`src/rtl/usb_uart_stream_fifo.sv`:
```
// Valid/ready byte-stream adapter for the USB CDC bridge UART port.
// TX and RX FIFOs, with a sequencer that issues one bridge transaction at a time.
module usb_uart_stream_fifo #(
  parameter int TX_AW      = 4,
  parameter int RX_AW      = 4,
  parameter int RD_TIMEOUT = 6
) (
  input  logic             clk,
  input  logic             reset,
  input  logic [7:0]       tx_data,
  input  logic             tx_valid,
  output logic             tx_ready,
  output logic [7:0]       rx_data,
  output logic             rx_valid,
  input  logic             rx_ready,
  output logic [TX_AW:0]   tx_level,
  output logic [RX_AW:0]   rx_level,
  output logic             uart_we,
  output logic             uart_re,
  output logic [7:0]       uart_di,
  input  logic [7:0]       uart_do,
  input  logic             uart_wait,
  input  logic             uart_ready
);

  localparam int CW = (RD_TIMEOUT > 1) ? $clog2(RD_TIMEOUT) : 1;
  localparam logic [CW-1:0]  CNT_LAST   = CW'(RD_TIMEOUT - 1);
  localparam logic [CW-1:0]  CNT_ONE    = CW'(1);
  localparam logic [CW-1:0]  CNT_ZERO   = CW'(0);
  localparam logic [TX_AW:0] TX_PTR_ONE = (TX_AW + 1)'(1);
  localparam logic [RX_AW:0] RX_PTR_ONE = (RX_AW + 1)'(1);
  localparam logic           PRIO_TX    = 1'b0;
  localparam logic           PRIO_RX    = 1'b1;

  typedef enum logic [2:0] {
    ST_IDLE    = 3'd0,
    ST_WR_ACK  = 3'd1,
    ST_WR_BUSY = 3'd2,
    ST_RD_WAIT = 3'd3,
    ST_GUARD   = 3'd4
  } state_t;

  logic [7:0]    tx_mem_r [0:(1 << TX_AW) - 1];
  logic [7:0]    rx_mem_r [0:(1 << RX_AW) - 1];
  logic [TX_AW:0] tx_wptr_r, tx_rptr_r;
  logic [RX_AW:0] rx_wptr_r, rx_rptr_r;
  logic tx_full_s, tx_empty_s, tx_push_s, tx_pop_s;
  logic rx_full_s, rx_empty_s, rx_push_s, rx_pop_s;

  state_t        state_r, state_s;
  logic          prio_r, prio_s;
  logic [CW-1:0] cnt_r, cnt_s;
  logic          uart_we_r, uart_re_r, we_s, re_s;
  logic [7:0]    uart_di_r, di_s;

  assign tx_full_s  = (tx_wptr_r[TX_AW] != tx_rptr_r[TX_AW]) &&
                      (tx_wptr_r[TX_AW-1:0] == tx_rptr_r[TX_AW-1:0]);
  assign tx_empty_s = (tx_wptr_r == tx_rptr_r);
  assign rx_full_s  = (rx_wptr_r[RX_AW] != rx_rptr_r[RX_AW]) &&
                      (rx_wptr_r[RX_AW-1:0] == rx_rptr_r[RX_AW-1:0]);
  assign rx_empty_s = (rx_wptr_r == rx_rptr_r);

  assign tx_ready  = ~tx_full_s;
  assign tx_push_s = tx_valid & ~tx_full_s;
  assign rx_valid  = ~rx_empty_s;
  assign rx_pop_s  = rx_ready & ~rx_empty_s;
  assign rx_data   = rx_mem_r[rx_rptr_r[RX_AW-1:0]];
  assign tx_level  = tx_wptr_r - tx_rptr_r;
  assign rx_level  = rx_wptr_r - rx_rptr_r;

  assign uart_we = uart_we_r;
  assign uart_re = uart_re_r;
  assign uart_di = uart_di_r;

  // FIFO storage; contents are meaningless once the pointers are reset
  always_ff @(posedge clk) begin
    if (tx_push_s) begin
      tx_mem_r[tx_wptr_r[TX_AW-1:0]] <= tx_data;
    end
    if (rx_push_s) begin
      rx_mem_r[rx_wptr_r[RX_AW-1:0]] <= uart_do;
    end
  end

  // FIFO pointers
  always_ff @(posedge clk or negedge reset) begin
    if (!reset) begin
      tx_wptr_r <= '0;
      tx_rptr_r <= '0;
      rx_wptr_r <= '0;
      rx_rptr_r <= '0;
    end else begin
      if (tx_push_s) tx_wptr_r <= tx_wptr_r + TX_PTR_ONE;
      if (tx_pop_s)  tx_rptr_r <= tx_rptr_r + TX_PTR_ONE;
      if (rx_push_s) rx_wptr_r <= rx_wptr_r + RX_PTR_ONE;
      if (rx_pop_s)  rx_rptr_r <= rx_rptr_r + RX_PTR_ONE;
    end
  end

  // Sequencer next state and next bridge outputs
  always_comb begin
    state_s   = state_r;
    prio_s    = prio_r;
    cnt_s     = cnt_r;
    we_s      = 1'b0;
    re_s      = 1'b0;
    di_s      = uart_di_r;
    tx_pop_s  = 1'b0;
    rx_push_s = 1'b0;
    case (state_r)
      ST_IDLE: begin
        // priority only flips when both sides actually contend
        if (!tx_empty_s && (rx_full_s || prio_r == PRIO_TX)) begin
          tx_pop_s = 1'b1;
          di_s     = tx_mem_r[tx_rptr_r[TX_AW-1:0]];
          we_s     = 1'b1;
          state_s  = ST_WR_ACK;
          if (!rx_full_s) prio_s = PRIO_RX;
          else            prio_s = prio_r;
        end else if (!rx_full_s) begin
          re_s    = 1'b1;
          cnt_s   = CNT_ZERO;
          state_s = ST_RD_WAIT;
          if (!tx_empty_s) prio_s = PRIO_TX;
          else             prio_s = prio_r;
        end else begin
          state_s = ST_IDLE;
        end
      end
      ST_WR_ACK: begin
        if (uart_wait) state_s = ST_WR_BUSY;
        else           state_s = ST_WR_ACK;
      end
      ST_WR_BUSY: begin
        if (!uart_wait) state_s = ST_GUARD;
        else            state_s = ST_WR_BUSY;
      end
      ST_RD_WAIT: begin
        // space was reserved at issue time, so this push cannot overflow
        if (uart_ready) begin
          rx_push_s = 1'b1;
          state_s   = ST_GUARD;
        end else if (cnt_r == CNT_LAST) begin
          state_s = ST_GUARD;
        end else begin
          cnt_s = cnt_r + CNT_ONE;
        end
      end
      ST_GUARD: begin
        state_s = ST_IDLE;
      end
      default: begin
        state_s = ST_IDLE;
      end
    endcase
  end

  // Sequencer state and registered bridge outputs
  always_ff @(posedge clk or negedge reset) begin
    if (!reset) begin
      state_r   <= ST_IDLE;
      prio_r    <= PRIO_TX;
      cnt_r     <= CNT_ZERO;
      uart_we_r <= 1'b0;
      uart_re_r <= 1'b0;
      uart_di_r <= 8'h00;
    end else begin
      state_r   <= state_s;
      prio_r    <= prio_s;
      cnt_r     <= cnt_s;
      uart_we_r <= we_s;
      uart_re_r <= re_s;
      uart_di_r <= di_s;
    end
  end

endmodule

```
`config.mk`:
```
export PLATFORM = sky130hd
export DESIGN_NAME = usb_uart_stream_fifo
export DESIGN_NICKNAME = d
export VERILOG_FILES = /design/src/rtl/usb_uart_stream_fifo.sv
export SDC_FILE = /design/constraint.sdc
export NUM_CORES = 1
export LEC_CHECK = 0
export BUFFER_PORTS_ARGS = -buffer_cell sky130_fd_sc_hd__buf_4
export CAP_MARGIN = 20
export CELL_PAD_IN_SITES_DETAIL_PLACEMENT = 1
export CELL_PAD_IN_SITES_GLOBAL_PLACEMENT = 2
export CORE_MARGIN = 3
export CORE_UTILIZATION = 41
export DETAILED_ROUTE_END_ITERATION = 6
export PLACE_DENSITY = 0.82
export SKIP_LAST_GASP = 1
export SLEW_MARGIN = 25
export SYNTH_ARGS = -nofsm -noshare
export SYNTH_HDL_FRONTEND = slang
export SYNTH_SLANG_ARGS = --single-unit
```
`constraint.sdc`:
```
create_clock -name clk -period 3.13 [get_ports clk]
set_input_delay 0.626 -clock clk [delete_from_list [all_inputs] [get_ports clk]]
set_output_delay 0.626 -clock clk [all_outputs]
set_load 0.01 [all_outputs]
```
Yosys cells after proc, flatten, opt, wreduce, memory -nomap -nowiden
Memory sizes are Yosys's and may differ from the RTL's. A register that Yosys moved wholly into a read port is not among the register bits.
Cells that the tools add are included.
{ "totals": {"word_cells": 78, "reg_bits": 29, "in_bits": 22, "memories": 2, "out_inout_bits": 30, "ram_bits": 256} }
{ "classes": {"n_mux": 27, "n_eq_ne": 16, "n_bitwise": 6, "n_addsub": 7, "reduce_logical": 11} }
{ "memory_table": {"columns": ["memory", "depth", "word_bits", "rd", "rd_ports_with_merged_regs", "write_ports", "line", "rtl"], "rows": [
  ["rx_mem_r", 16, 8, 1, 0, 1, "44", "logic [7:0] rx_mem_r [0:(1 << RX_AW) - 1];"],
  ["tx_mem_r", 16, 8, 1, 1, 1, "43", "logic [7:0] tx_mem_r [0:(1 << TX_AW) - 1];"]
]} }
{ "ops": {"columns": ["operator", "count"], "rows": [
  ["3-bit 2-to-1 mux", 7],
  ["5-bit by 1-bit adder with 5-bit output (second input constant)", 4],
  ["1-bit 2-to-1 mux", 15],
  ["3-bit one-hot mux with 4 select lines", 1],
  ["5-bit equality test", 2],
  ["5-bit subtractor", 2],
  ["4-bit equality test", 2],
  ["2-bit != test (second input constant)", 4],
  ["3-bit by 2-bit equality test with 1-bit output (second input constant)", 2],
  ["2-bit 2-to-1 mux", 3],
  ["3-bit one-hot mux with 2 select lines", 1],
  ["5-bit AND reduction", 1],
  ["1-bit inverter", 4],
  ["3-bit by 1-bit adder with 3-bit output (second input constant)", 1],
  ["3-bit by 1-bit equality test with 1-bit output (second input constant)", 1],
  ["3-bit equality test (second input constant)", 1],
  ["1-bit logical AND", 3],
  ["3-bit logical NOT", 1],
  ["3-bit != test (second input constant)", 1],
  ["3-bit AND reduction", 1],
  ["1-bit bitwise AND", 2],
  ["1-bit logical NOT", 2],
  ["1-bit != test", 2],
  ["2-bit by 1-bit != test with 1-bit output (second input constant)", 1],
  ["other kinds (3)", 3]
]} }

Longest topological paths before layout
{ "depth": {"depth_word": 6, "mapped_depth": 9, "depth_no_buf": 7} }

Worst setup path after synthesis
OpenSTA, ideal clock, no wires.
{ "synth_path": {"path_type": "register -> register", "startpoint": "reg tx_rptr_r[2]", "endpoint": "mem tx_mem_r[0][0] (enable)", "t_required_ps": 2735, "path_stages_with_launch": 8, "path_buffers": 2, "synth_period_minus_slack_ps": 2545, "path_slack_ps": 585, "arrival_ps": 2151, "setup_ps": 395, "path_cell_list": "dfrtp_1 clkbuf_1 buf_2 inv_1 ha_1 nand4_1 o21ai_1 nor4_1"} }
{ "synth_via": {"elab_chain_len": 6} }
{ "synth_lines": {"columns": ["element", "line", "rtl"], "rows": [
  ["from (decl)", "45", "logic [TX_AW:0] tx_wptr_r, tx_rptr_r;"],
  ["from (signal assigned)", "94", "if (tx_pop_s) tx_rptr_r <= tx_rptr_r + TX_PTR_ONE;"],
  ["4-bit equality test", "57", "(tx_wptr_r[TX_AW-1:0] == tx_rptr_r[TX_AW-1:0]);"],
  ["1-bit logical AND", "56", "assign tx_full_s = (tx_wptr_r[TX_AW] != tx_rptr_r[TX_AW]) &&"],
  ["1-bit inverter", "64", "assign tx_push_s = tx_valid & ~tx_full_s;"],
  ["1-bit bitwise AND", "64", null],
  ["1-bit 2-to-1 mux", "77", "if (tx_push_s) begin"],
  ["1-bit 2-to-1 mux (implied by the code)", "78", "tx_mem_r[tx_wptr_r[TX_AW-1:0]] <= tx_data;"],
  ["to (decl)", "43", null]
]} }
No other way between the ends.

Worst setup path after layout
{ "layout_path": {"startpoint": "reg rx_rptr_r[2]", "endpoint": "out rx_level[4]"} }
{ "layout_via": {"elab_chain_len": 1} }
{ "layout_lines": {"columns": ["element", "line", "rtl"], "rows": [
  ["from (decl)", "46", "logic [RX_AW:0] rx_wptr_r, rx_rptr_r;"],
  ["from (signal assigned)", "96", "if (rx_pop_s) rx_rptr_r <= rx_rptr_r + RX_PTR_ONE;"],
  ["5-bit subtractor", "69", "assign rx_level = rx_wptr_r - rx_rptr_r;"],
  ["to (decl)", "17", "output logic [RX_AW:0] rx_level,"]
]} }
No other way between the ends.

==> impl_metrics.csv <==
group,metric,value,unit
timing,whs,45.9,ps
logic_synthesis,ys_dominant_reg_cell,"edfxtp_1",
placed_design,portBuffers,51,
detailed_routing,vias_per_cell,5.43,
finish,drive_above_1_share,22.8,%
detailed_routing,drt-wirelength-per-cell,23.8,µm
floorplanning,dieArea,31500,µm²
clocking,clkTransAtPathRegs,60,ps
floorplanning,core_area,28900,µm²
logic_synthesis,synth-seq-cells,293,
run,cap_viol_max_count,0,
grt,grt_pass1_vias,6886,
logic_synthesis,synth-adder-area-share,2.41,%
clocking,cts_buffers,31,
timing,slew_violations,0,
detailed_routing,firstDrtPassIters,7,
placed_design,dp.cells,1109,
critical_path,cp.arrival,2370,ps
detailed_routing,drc,0,
finish,final_nets,804,
logic_synthesis,muxShareOfSynthArea,11.8,%
logic_synthesis,synth_area_leaders,"edfxtp_1 (64%), mux4_2 (8.8%), dfrtp_1 (7.7%)",
grt,overflow,0,
timing,relSlewSlack,50.1,%
power,power_frac_clock,28.7,%
timing,hold_viol_final,0,
critical_path,path_class,"reg -> out",
power,power_switching,0.00441,W
critical_path,critPathMaxFanout,9,
grt,antenna_found_initial,0,
clocking,numClockSinks,293,
timing,skew,12.1,ps
floorplanning,initial_core_util,41.7,%
logic_synthesis,synth_area,12000,µm²
power,seq_power_share,36.7,%
critical_path,critPathRequiredTime,2500,ps
timing,tns,0,ps
floorplanning,die_y,177,µm
grt,gr-usage-all-layers,17.9,%
finish,num_antenna_cells,0,
logic_synthesis,syn_avg_cell_area,17.6,µm²
timing,final.min_clock_period,3000,ps
power,combPwrFrac,34.6,%
logic_synthesis,synth_commonest_cells,"edfxtp_1 (256), nand2_1 (51), mux4_2 (47), dfrtp_1 (37), mux2i_1 (32)",
clocking,cts_tree,"done",
logic_synthesis,yosysTopAreaCellShare,63.8,%
critical_path,startpoint_type,"register",
power,pwr_density_cell,978,nW/µm²
min_path,hold_path_class,"in -> async",
clocking,root_buffer,"clkbuf_16",
power,p_sw_share,32.2,%
power,leakagePower,4.98,nW
power,ir_drop,0.000582,V
finish,final_cell_count_no_fill,1168,
placed_design,place.detailed.hpwl,18.4,mm
logic_synthesis,yosys.cell_types.count,50,
logic_synthesis,synthArstFlopShare,12.6,%
power,power.total,0.0137,W
floorplanning,die_w,177,µm
logic_synthesis,synth-compound-area-share,4.15,%
detailed_routing,drt_wl_total,27.8,mm
logic_synthesis,yosysMostFrequentCell,"edfxtp_1",
logic_synthesis,synth_xor_area_share,2.09,%
grt,grt_max_degree,43,
grt,grt_pass1_wl,42.2,mm
outcome,status,"finished, final reports clean",
timing,rsz0062_at_grt,"false",
critical_path,crit_path_end_kind,"output port",
detailed_routing,ant_nets,0,
power,internal_power,0.00928,W
logic_synthesis,synth.yosys.seq_area_share,71.5,%
timing,setup_viol,0,
timing,clock.fmax,333,MHz
floorplanning,row_count,62,
logic_synthesis,synth_fp_nets,730,
logic_synthesis,synth-edff-count,256,
logic_synthesis,synth_top_cell_by_area,"edfxtp_1",
detailed_routing,first_iter_violations,586,
logic_synthesis,syn_inst,686,
logic_synthesis,synth_top_family_by_area,"multiplexers",
placed_design,gp_congestion,0.814,
detailed_routing,dr_total_vias,6347,
finish,fillerInstances,2756,
floorplanning,num_io_pins,52,
logic_synthesis,synth-simple-area-share,5.37,%
clocking,cts_buffer_depth,3,
finish,syn2layout_area_growth,16.2,%
timing,fin_crit_sh,95.8,%
clocking,h-tree-depth,1,
timing,tightest_slew,748,ps
logic_synthesis,yosysWarnings,0,
clocking,insertion_delay,550,ps
## layout make-up
type                       instances  area, µm²  area share (%)
sequential                       293       8620            61.6
multi-input combinational        334       3110            22.2
clock buffer                      32        779            5.57
timing repair buffer              73        586            4.18
tap                              384        480            3.43
clock inverter                    25        327            2.33
inverter                          27        101           0.724
## registers in the layout, indices dropped and copies added, names as in the netlist
name and count:
cnt_r 3, prio_r 1, rx_mem_r 128, rx_rptr_r 5
rx_wptr_r 5, state_r 3, tx_mem_r 128, tx_rptr_r 5
tx_wptr_r 5, uart_di 8, uart_re 1, uart_we 1
## worst max-delay path: stages (launching register included)
cell and delay [ps]:
dfrtp_1 370, clkinv_1 330, ha_1 490, a21o_1 180, a21oi_1 170, xnor2_1 140, buf_4 150
## power groups by stage
stage               logic (W)  registers (W)  clock network [W]
finish                0.00474        0.00502            0.00392
global route          0.00515        0.00507            0.00418
CTS                   0.00475        0.00501            0.00400
detailed placement    0.00472        0.00509                  0
global placement      0.00456        0.00505                  0
floorplan             0.00320        0.00496                  0
## cell usage in the layout (no fill, tap or decap), drive strengths merged, types with 2 or more instances in the layout
master    synthesis  routed
nor3b             2       2
nor4              4       4
a31oi            17      17
inv              25      25
o21ai             6       6
nand2            51      51
bufinv            0       8
ha               20      20
buf              27      72
nor3              2       2
clkinv            2      16
a21boi            3       3
mux4             48      48
xnor2            21      21
and2             13      13
edfxtp          256     256
nand3             6       6
fa                2       2
and3             21      21
xor2              6       6
nor2             11      11
nand2b            2       2
mux2i            32      32
and4              2       2
dfrtp            37      37
a211oi           10      10
a21o              4       4
clkinvlp          0       3
a21oi            15      15
clkbuf            5      33
nand4             7       7
nand3b            3       3
o22ai            17      17
## cells by family after synthesis
| group | count (synthesis) |
|---|---|
| multiplexers | 81 |
| AO/OA/AOI/OAI | 77 |
| buffers and inverters | 59 |
| XOR/XNOR | 27 |
| AND/OR/NAND/NOR | 127 |
| flip-flops | 293 |
| adder cells (fa/ha/maj) | 22 |
## routing by layer
layer | share of wire (%) | global-route usage (%) | wire length (µm) | up-vias
li1 | - | - | - | 2832
met1 | 41 | 22.8 | 11500 | 3325
met2 | 52 | 32.0 | 14500 | 148
met3 | 3.9 | 2.59 | 1070 | 42
met4 | 2.5 | 4.91 | 702 | 0
met5 | 0 | 0 | 0 | -
## worst paths after layout
path | start | to | cells past startpoint | slack (ps)
max in group asynchronous | reset | rx_rptr_r[0] | 1 | 2720
worst max-delay path | rx_rptr_r[2] | rx_level[4] | 6 | 130
worst min-delay path | reset | uart_di[5] | 1 | 50
worst min register to register | rx_wptr_r[4] | rx_wptr_r[4] | 1 | 490
worst max register to register | tx_rptr_r[1] | tx_mem_r[14][4] | 6 | 450
min in group clk | uart_wait | state_r[1] | 2 | 370
## through the flow
step / setup WS, ps / area [µm²] / utilization [%]
after global placement: 579 / 12800 / 44.5
after global routing: 24.2 / 14000 / 48.5
final: 131 / 14000 / 48.5
after detailed placement: 438 / 12800 / 44.5
after floorplan: 585 / 12000 / -
after CTS: 67.6 / 14000 / 48.4
## repair_timing
action,in CTS,in global routing
hold buffers,0,0
hold endpoints to repair,0,0
buffers inserted,0,1
gates resized for setup,0,2
setup endpoints to repair,0,1
(Power assumes the default switching activity.)
